--- src/rtl/commit_trace_buffer.sv ---
// Commit-trace capture FIFO: filters GRF/DM write events from the core, stamps a
// sequence number and drains them over valid/ready; overflow drops, never stalls.
module commit_trace_buffer #(
  parameter int DEPTH       = 16,
  parameter bit FILTER_ZERO = 1'b1
) (
  input  logic        clk,
  input  logic        reset,
  input  logic        grf_we,
  input  logic [31:0] grf_pc,
  input  logic [4:0]  grf_addr,
  input  logic [31:0] grf_wdata,
  input  logic        dm_we,
  input  logic [31:0] dm_pc,
  input  logic [31:0] dm_addr,
  input  logic [31:0] dm_wdata,
  output logic        out_valid,
  input  logic        out_ready,
  output logic        out_type,
  output logic [31:0] out_pc,
  output logic [31:0] out_addr,
  output logic [31:0] out_data,
  output logic [15:0] out_seq,
  output logic        overflow,
  output logic [15:0] drop_cnt
);

  localparam int AW = $clog2(DEPTH);
  localparam int EW = 1 + 32 + 32 + 32 + 16;
  localparam logic [AW:0] DEPTH_C = DEPTH[AW:0];
  localparam logic [AW:0] ONE_C   = {{AW{1'b0}}, 1'b1};
  localparam logic [AW:0] TWO_C   = {{(AW-1){1'b0}}, 2'b10};

  // Adds 0..2 drops to the loss counter, pinning at all-ones.
  function automatic logic [15:0] sat_add16(input logic [15:0] a, input logic [1:0] b);
    logic [16:0] sum;
    sum = {1'b0, a} + {15'b0, b};
    return sum[16] ? 16'hFFFF : sum[15:0];
  endfunction

  logic [EW-1:0] mem [DEPTH];
  logic [AW-1:0] wptr, rptr, wptr_inc;
  logic [AW:0]   count, count_nxt, free;
  logic [15:0]   seq_next;

  logic          grf_acc, grf_push, dm_push, pop;
  logic [1:0]    n_push, n_drop, seq_adv;
  logic [15:0]   grf_seq, dm_seq;
  logic [EW-1:0] grf_entry, dm_entry, wr0_data, wr1_data, head;
  logic          wr0_en, wr1_en;

  always_comb begin
    grf_acc   = grf_we & ~(FILTER_ZERO & (grf_addr == 5'd0));
    pop       = (count != '0) & out_ready;
    free      = DEPTH_C - count + {{AW{1'b0}}, pop};
    grf_push  = grf_acc & (free != '0);
    dm_push   = dm_we & (free >= (grf_acc ? TWO_C : ONE_C));
    n_push    = {1'b0, grf_push} + {1'b0, dm_push};
    n_drop    = {1'b0, grf_acc & ~grf_push} + {1'b0, dm_we & ~dm_push};
    seq_adv   = {1'b0, grf_acc} + {1'b0, dm_we};
    grf_seq   = seq_next;
    dm_seq    = seq_next + {15'b0, grf_acc};
    grf_entry = {1'b0, grf_pc, {27'b0, grf_addr}, grf_wdata, grf_seq};
    dm_entry  = {1'b1, dm_pc, dm_addr, dm_wdata, dm_seq};
    // GRF always takes the first slot when both are enqueued.
    wr0_en    = grf_push | dm_push;
    wr0_data  = grf_push ? grf_entry : dm_entry;
    wr1_en    = grf_push & dm_push;
    wr1_data  = dm_entry;
    wptr_inc  = wptr + 1'b1;
    count_nxt = count + {{(AW-1){1'b0}}, n_push} - {{AW{1'b0}}, pop};
  end

  always_ff @(posedge clk or posedge reset) begin
    if (reset) begin
      wptr     <= '0;
      rptr     <= '0;
      count    <= '0;
      seq_next <= '0;
      overflow <= 1'b0;
      drop_cnt <= '0;
    end else begin
      wptr     <= wptr + {{(AW-1){1'b0}}, n_push};
      rptr     <= rptr + {{(AW-1){1'b0}}, pop};
      count    <= count_nxt;
      seq_next <= seq_next + {14'b0, seq_adv};
      if (n_drop != 2'd0) begin
        overflow <= 1'b1;
        drop_cnt <= sat_add16(drop_cnt, n_drop);
      end
    end
  end

  // Storage is data only; validity is tracked entirely by count.
  always_ff @(posedge clk) begin
    if (wr0_en) mem[wptr] <= wr0_data;
    if (wr1_en) mem[wptr_inc] <= wr1_data;
  end

  always_comb begin
    head      = mem[rptr];
    out_valid = (count != '0);
    {out_type, out_pc, out_addr, out_data, out_seq} = out_valid ? head : '0;
  end

endmodule

--- config.mk ---
export PLATFORM = sky130hd
export DESIGN_NAME = commit_trace_buffer
export DESIGN_NICKNAME = d
export VERILOG_FILES = /design/src/rtl/commit_trace_buffer.sv
export SDC_FILE = /design/constraint.sdc
export NUM_CORES = 2
export LEC_CHECK = 0
export CORE_UTILIZATION = 56
export DETAILED_ROUTE_END_ITERATION = 10
export PLACE_DENSITY = 0.84
export SYNTH_ARGS = -nofsm -noshare
export SYNTH_HDL_FRONTEND = slang
export SYNTH_SLANG_ARGS = --single-unit
--- constraint.sdc ---
create_clock -name clk -period 8.2 [get_ports clk]
set_input_delay 1.23 -clock clk [delete_from_list [all_inputs] [get_ports clk]]
set_output_delay 1.23 -clock clk [all_outputs]
set_load 0.05 [all_outputs]
-- Word level (Yosys, flattened, before mapping)
Memories as Yosys holds them, arrays and structs flattened.
Index checks and enable logic that the tools add are counted.
- bits in latches: 0
- output and inout port bits: 131
- memories kept: 1
- bits in registers: 46
- memory bits (writable): 1808
- word-level logic and storage cells: 44
- input bits: 170
- bits in read-only memories: 0
- multipliers: 0
- div/mod/pow operators: 0
- multiplexer cells: 8
- equal/unequal tests: 0
- shift-type cells: 0
- $add $sub $neg: 13
- reductions and logical operators: 4
- bitwise operators: 11
- $lt $le $gt $ge: 1
- memories (name ; depth ; width ; read ports ; clocked after Yosys merged registers in ; write ports ; line ; RTL):
    mem ; 16 ; 113 ; 1 ; 0 ; 2 ; 41 ; logic [EW-1:0] mem [DEPTH];
- operators by type and width (operator ; count):
    $mux W113 ; 2
    $add A16 B2 Y17 ; 1
    $add A16 B1 Y16 ; 1
    $add A16 B2 Y16 ; 1
    $mux W16 ; 1
    $reduce_bool A5 Y1 ; 2
    $and A1 B1 Y1 ; 7
    $add A1 B1 Y2 ; 3
    $add A5 B1 Y5 ; 1
    $add A5 B2 Y5 ; 1
    $ge A5 B2 Y1 ; 1
    $logic_not A5 Y1 ; 1
    $sub A5 B1 Y5 ; 1
    $sub A5 B5 Y5 const A ; 1
    $add A4 B1 Y4 ; 1
    $add A4 B1 Y4 const B ; 1
    $add A4 B2 Y4 ; 1
    $mux W1 ; 4
    $not A1 Y1 ; 3
    $mux W2 ; 1
    $reduce_bool A2 Y1 ; 1
    $or A1 B1 Y1 ; 1

-- Longest topological paths before layout
- depth in word-level cells: 11
- mapped depth: 28
- depth with buffers taken out: 23

-- Worst setup path before layout
OpenSTA, ideal clock, no wires.
- path type: reg2reg
- start: register count[2]
- end: memory mem[14][10] (netlist name) (data pin)
- path buffers: 7
- stages on the path, launching flop included: 24
- arrival time: 8.513 ns
- library setup time: 0.152 ns
- clock period less this slack: 8.665 ns
- data required time: 8.048 ns
- path slack: -0.465 ns
- path through: dfrtp_1 inv_1 ha_1 or4b_2 clkbuf_1 clkbuf_1 nand2_1 ha_1 inv_1 ha_1 xor2_1 a21oi_1 o41a_1 buf_6 buf_6 buf_6 buf_2 ha_1 inv_1 nor3b_1 nand2_1 nand2_1 clkbuf_1 o221a_2
- RTL lines (item ; line ; RTL):
    start, declared ; 43 ; logic [AW:0] count, count_nxt, free;
    start signal, assigned ; 85 ; count <= count_nxt;
    end, declared ; 41 ;

==> metrics.log <==
[metrics] run status: complete, no violations
[metrics] wirelength, routed: 275000 um
[metrics] Pwr per Cell Area: 375 nW/um^2
[metrics] post-synthesis cell type count: 57
[metrics] fraction of layout instances using a drive strength above 1: 0.188
[metrics] final-report setup violation count: 0
[metrics] clk_lat worst skew: 850 ps
[metrics] number of nets in the finished design: 5589
[metrics] ratio of final minimum period to clock period: 0.803
[metrics] net count after synthesis: 5820
[metrics] buffer type at the clock tree root: sky130_fd_sc_hd__clkbuf_16
[metrics] Final Critical Period: 6590 ps
[metrics] final standard cell count with taps included and fillers excluded: 7691
[metrics] wire length on met1: 87400 um
[metrics] initial DRC count: 10200
[metrics] Leakage Power: 32.1 nW
[metrics] FF+latch count, synth: 1854
[metrics] dominant register cell in the synthesized netlist: sky130_fd_sc_hd__edfxtp_1
[metrics] worst setup slack before clock tree synthesis: 1410 ps
[metrics] HP Class: flop to flop
[metrics] Setup crit start kind: flop
[metrics] Remaining DRCs: 0
[metrics] Yosys Warn Count: 0
[metrics] cell with the most instances after synthesis: sky130_fd_sc_hd__edfxtp_1
[metrics] pin count of the biggest net entering global routing: 169
[metrics] Post-DP Area: 93700 um^2
[metrics] Clock transition at path regs: 70 ps
[metrics] count of max-cap constraint violations: 0
[metrics] Cells after Synth: 5622
[metrics] quantity of hold-fixing buffers added after cts: 0
[metrics] Achievable Freq: 0.152 GHz
[metrics] Std-Cell Rows: 146
[metrics] cell count after placement: 7352
[metrics] routability-driven placement congestion ratio: 0.893
[metrics] Crit Path Category: flop to flop
[metrics] via count of the first global-routing pass: 58700
[metrics] transition time at the pin with the least slew margin: 1390 ps
[metrics] number of pins with negative max-slew slack in the final report: 0
[metrics] 1st-pass router iterations: 7
[metrics] unrepaired setup endpoints after global routing: no
[metrics] Synth area leader: sky130_fd_sc_hd__edfxtp_1
[metrics] Yosys top cell area share: 0.597
[metrics] wire length of the first global-routing pass: 398000 um
[metrics] kind of end point of the critical path: flop
[metrics] data arrival time of the worst path: 7280 ps
[metrics] Worst Skew: 27.4 ps
[metrics] clock net sink count: 1854
[metrics] setup total negative slack: 0 ps
[metrics] # H-tree levels: 4
[metrics] total I/O pin count: 301
[metrics] initial antenna violation count: 40
[metrics] P&R area growth vs syn: 10.3%
[metrics] number of vias after detailed routing: 58200
[metrics] Post-synth EDFFs: 1792
[metrics] maximum resistive drop on vdd: 0.434 mV
[metrics] drt via density: 7.56
[metrics] routed len/inst: 35.8 um
[metrics] worst hold slack across all endpoints: 461 ps
[metrics] Crit path required time: 8900 ps
[metrics] area enclosed by the die boundary: 162000 um^2
[metrics] setup ws final: 1610 ps
[metrics] routed wl met2: 127000 um
[metrics] buffers inserted during post-CTS setup optimization: 0
[metrics] worst-path maximum fanout: 55
[metrics] Synth area leaders: sky130_fd_sc_hd__edfxtp_1 60%, sky130_fd_sc_hd__mux4_2 14%, sky130_fd_sc_hd__a22o_1 11%
[metrics] part of the Yosys area used for sequential elements: 0.614
[metrics] overflow left after global routing: 0
[metrics] clock tree from TritonCTS: yes
[metrics] area of the placeable core: 159000 um^2
[metrics] cell area after layout: 99300 um^2
[metrics] number of hold violations in the final report: 0
[metrics] Final ANT Viol Nets: 0
[metrics] DIE HEIGHT: 403 um
[metrics] total half-perimeter wirelength after legalization and detailed placement: 145000 um
[metrics] Commonest cells post-synth: 1792 x sky130_fd_sc_hd__edfxtp_1, 1136 x sky130_fd_sc_hd__a22o_1, 565 x sky130_fd_sc_hd__mux4_2
[metrics] mean post-synth cell area: 16.0 um^2
[metrics] number of buffers created by CTS: 183
[metrics] proportion of register bits with asynchronous set or reset after synthesis: 0.0248
[metrics] CTS-repair resized insts: 0
[metrics] maximum buffer depth of the clock tree: 3
[metrics] Highest Signal Layer: met5
[metrics] starting density of the core: 0.566
[metrics] horizontal die dimension: 403 um
[metrics] post-synthesis cell area: 90100 um^2
[metrics] count of buffers inserted at the top-level ports: 300
[metrics] worst slew slack as a fraction of its limit: 0.0718
[metrics] GRT Util Overall: 0.337
[metrics] wire length on met3: 43700 um
[per-layer routing]
metal / up-vias / track usage
met5: - / 0
met4: 40 / 0.189
met3: 1169 / 0.106
met2: 5724 / 0.518
met1: 28900 / 0.426
li1: 22300 / -
[cells by family (layout without fill, tap and decap cells)]
kind of cell	count (synthesis)	count (layout)	synth area share
and+or+nand+nor	780	780	0.0500
DFF	1854	1854	0.614
other	0	15	0
buffers and inverters	869	777	0.0429
muxes	570	570	0.142
adders and majority gates	28	28	0.00422
AOI/OAI and AO/OA	1477	1477	0.143
xor gates and xnor gates	44	44	0.00428
[state kept, by name, indices dropped and copies added (netlist names)]
signal	count
rptr	4
mem	1808
wptr	4
drop_cnt	16
count	5
grf_seq	16
overflow	1
[cells in the final DEF, fill, tap and decap left out, drive strengths merged, types with 8 or more instances in the layout]
master / Yosys / final
dfxtp: 16 / 16
clkinv: 0 / 84
and2: 550 / 550
ha: 24 / 24
bufinv: 0 / 8
a21oi: 42 / 42
nor3: 12 / 12
dfrtp: 46 / 46
o221a: 52 / 52
edfxtp: 1792 / 1792
nand4: 10 / 10
xor2: 21 / 21
nor2: 69 / 69
mux4: 565 / 565
nand3: 19 / 19
a22o: 1136 / 1136
buf: 364 / 127
nand2: 87 / 87
a21boi: 30 / 30
o2bb2ai: 170 / 170
xnor2: 23 / 23
o21ai: 31 / 31
clkdlybuf4s50: 0 / 300
clkbuf: 479 / 224
inv: 26 / 32
diode: 0 / 15
[worst max-delay path, cell delays in order, from the launching register on]
cell and delay, ps:
sky130_fd_sc_hd__dfrtp_1 430, sky130_fd_sc_hd__inv_1 120, sky130_fd_sc_hd__ha_1 190, sky130_fd_sc_hd__or4b_4 780, sky130_fd_sc_hd__nand2_1 270, sky130_fd_sc_hd__ha_1 220, sky130_fd_sc_hd__inv_1 60, sky130_fd_sc_hd__ha_1 230
sky130_fd_sc_hd__xor2_1 180, sky130_fd_sc_hd__a21oi_1 200, sky130_fd_sc_hd__o41a_2 200, sky130_fd_sc_hd__inv_4 250, sky130_fd_sc_hd__ha_1 390, sky130_fd_sc_hd__and3b_1 300, sky130_fd_sc_hd__nand2_1 310, sky130_fd_sc_hd__nor2_4 910
sky130_fd_sc_hd__buf_4 930, sky130_fd_sc_hd__o221a_2 330
[report_power, final]
group	total (mW)	internal [mW]	leakage (nW)	switching, mW
clock	8.03	4.40	2.72	3.63
sequential	13.6	12.8	16.9	0.796
combinational	15.7	6.03	12.4	9.63
[metrics by stage]
stage	util	total power, mW
finish	0.624	37.2
global route	0.624	38.1
CTS	0.624	37.0
detailed placement	0.589	29.1
global placement	0.589	28.8
floorplan	-	23.9
[final timing paths]
check | cells after the start | end | slack, ps | startpoint
hold reg to reg | 1 | mem[15][112] | 460 | mem[15][112]
min in group asynchronous | 3 | drop_cnt[11] | 920 | reset
setup reg to reg | 17 | mem[15][9] | 1610 | count[2]
hold / removal | 1 | mem[15][112] | 460 | mem[15][112]
max in group asynchronous | 3 | rptr[2] | 6670 | reset
setup / recovery | 17 | mem[15][9] | 1610 | count[2]
[layout make-up]
| cell class | count | area (um^2) |
|---|---|---|
| Sequential cell | 1854 | 55300 |
| Timing Repair Buffer | 427 | 4380 |
| Antenna cell | 15 | 37.5 |
| Fill cell | 10600 | 59800 |
| Clock buffer | 224 | 4800 |
| Tap cell | 2146 | 2690 |
| Clock inverter | 100 | 792 |
| Inverter | 26 | 100 |
| Multi-Input combinational cell | 2899 | 31200 |
No activity file was read; power rests on OpenSTA's default activity.
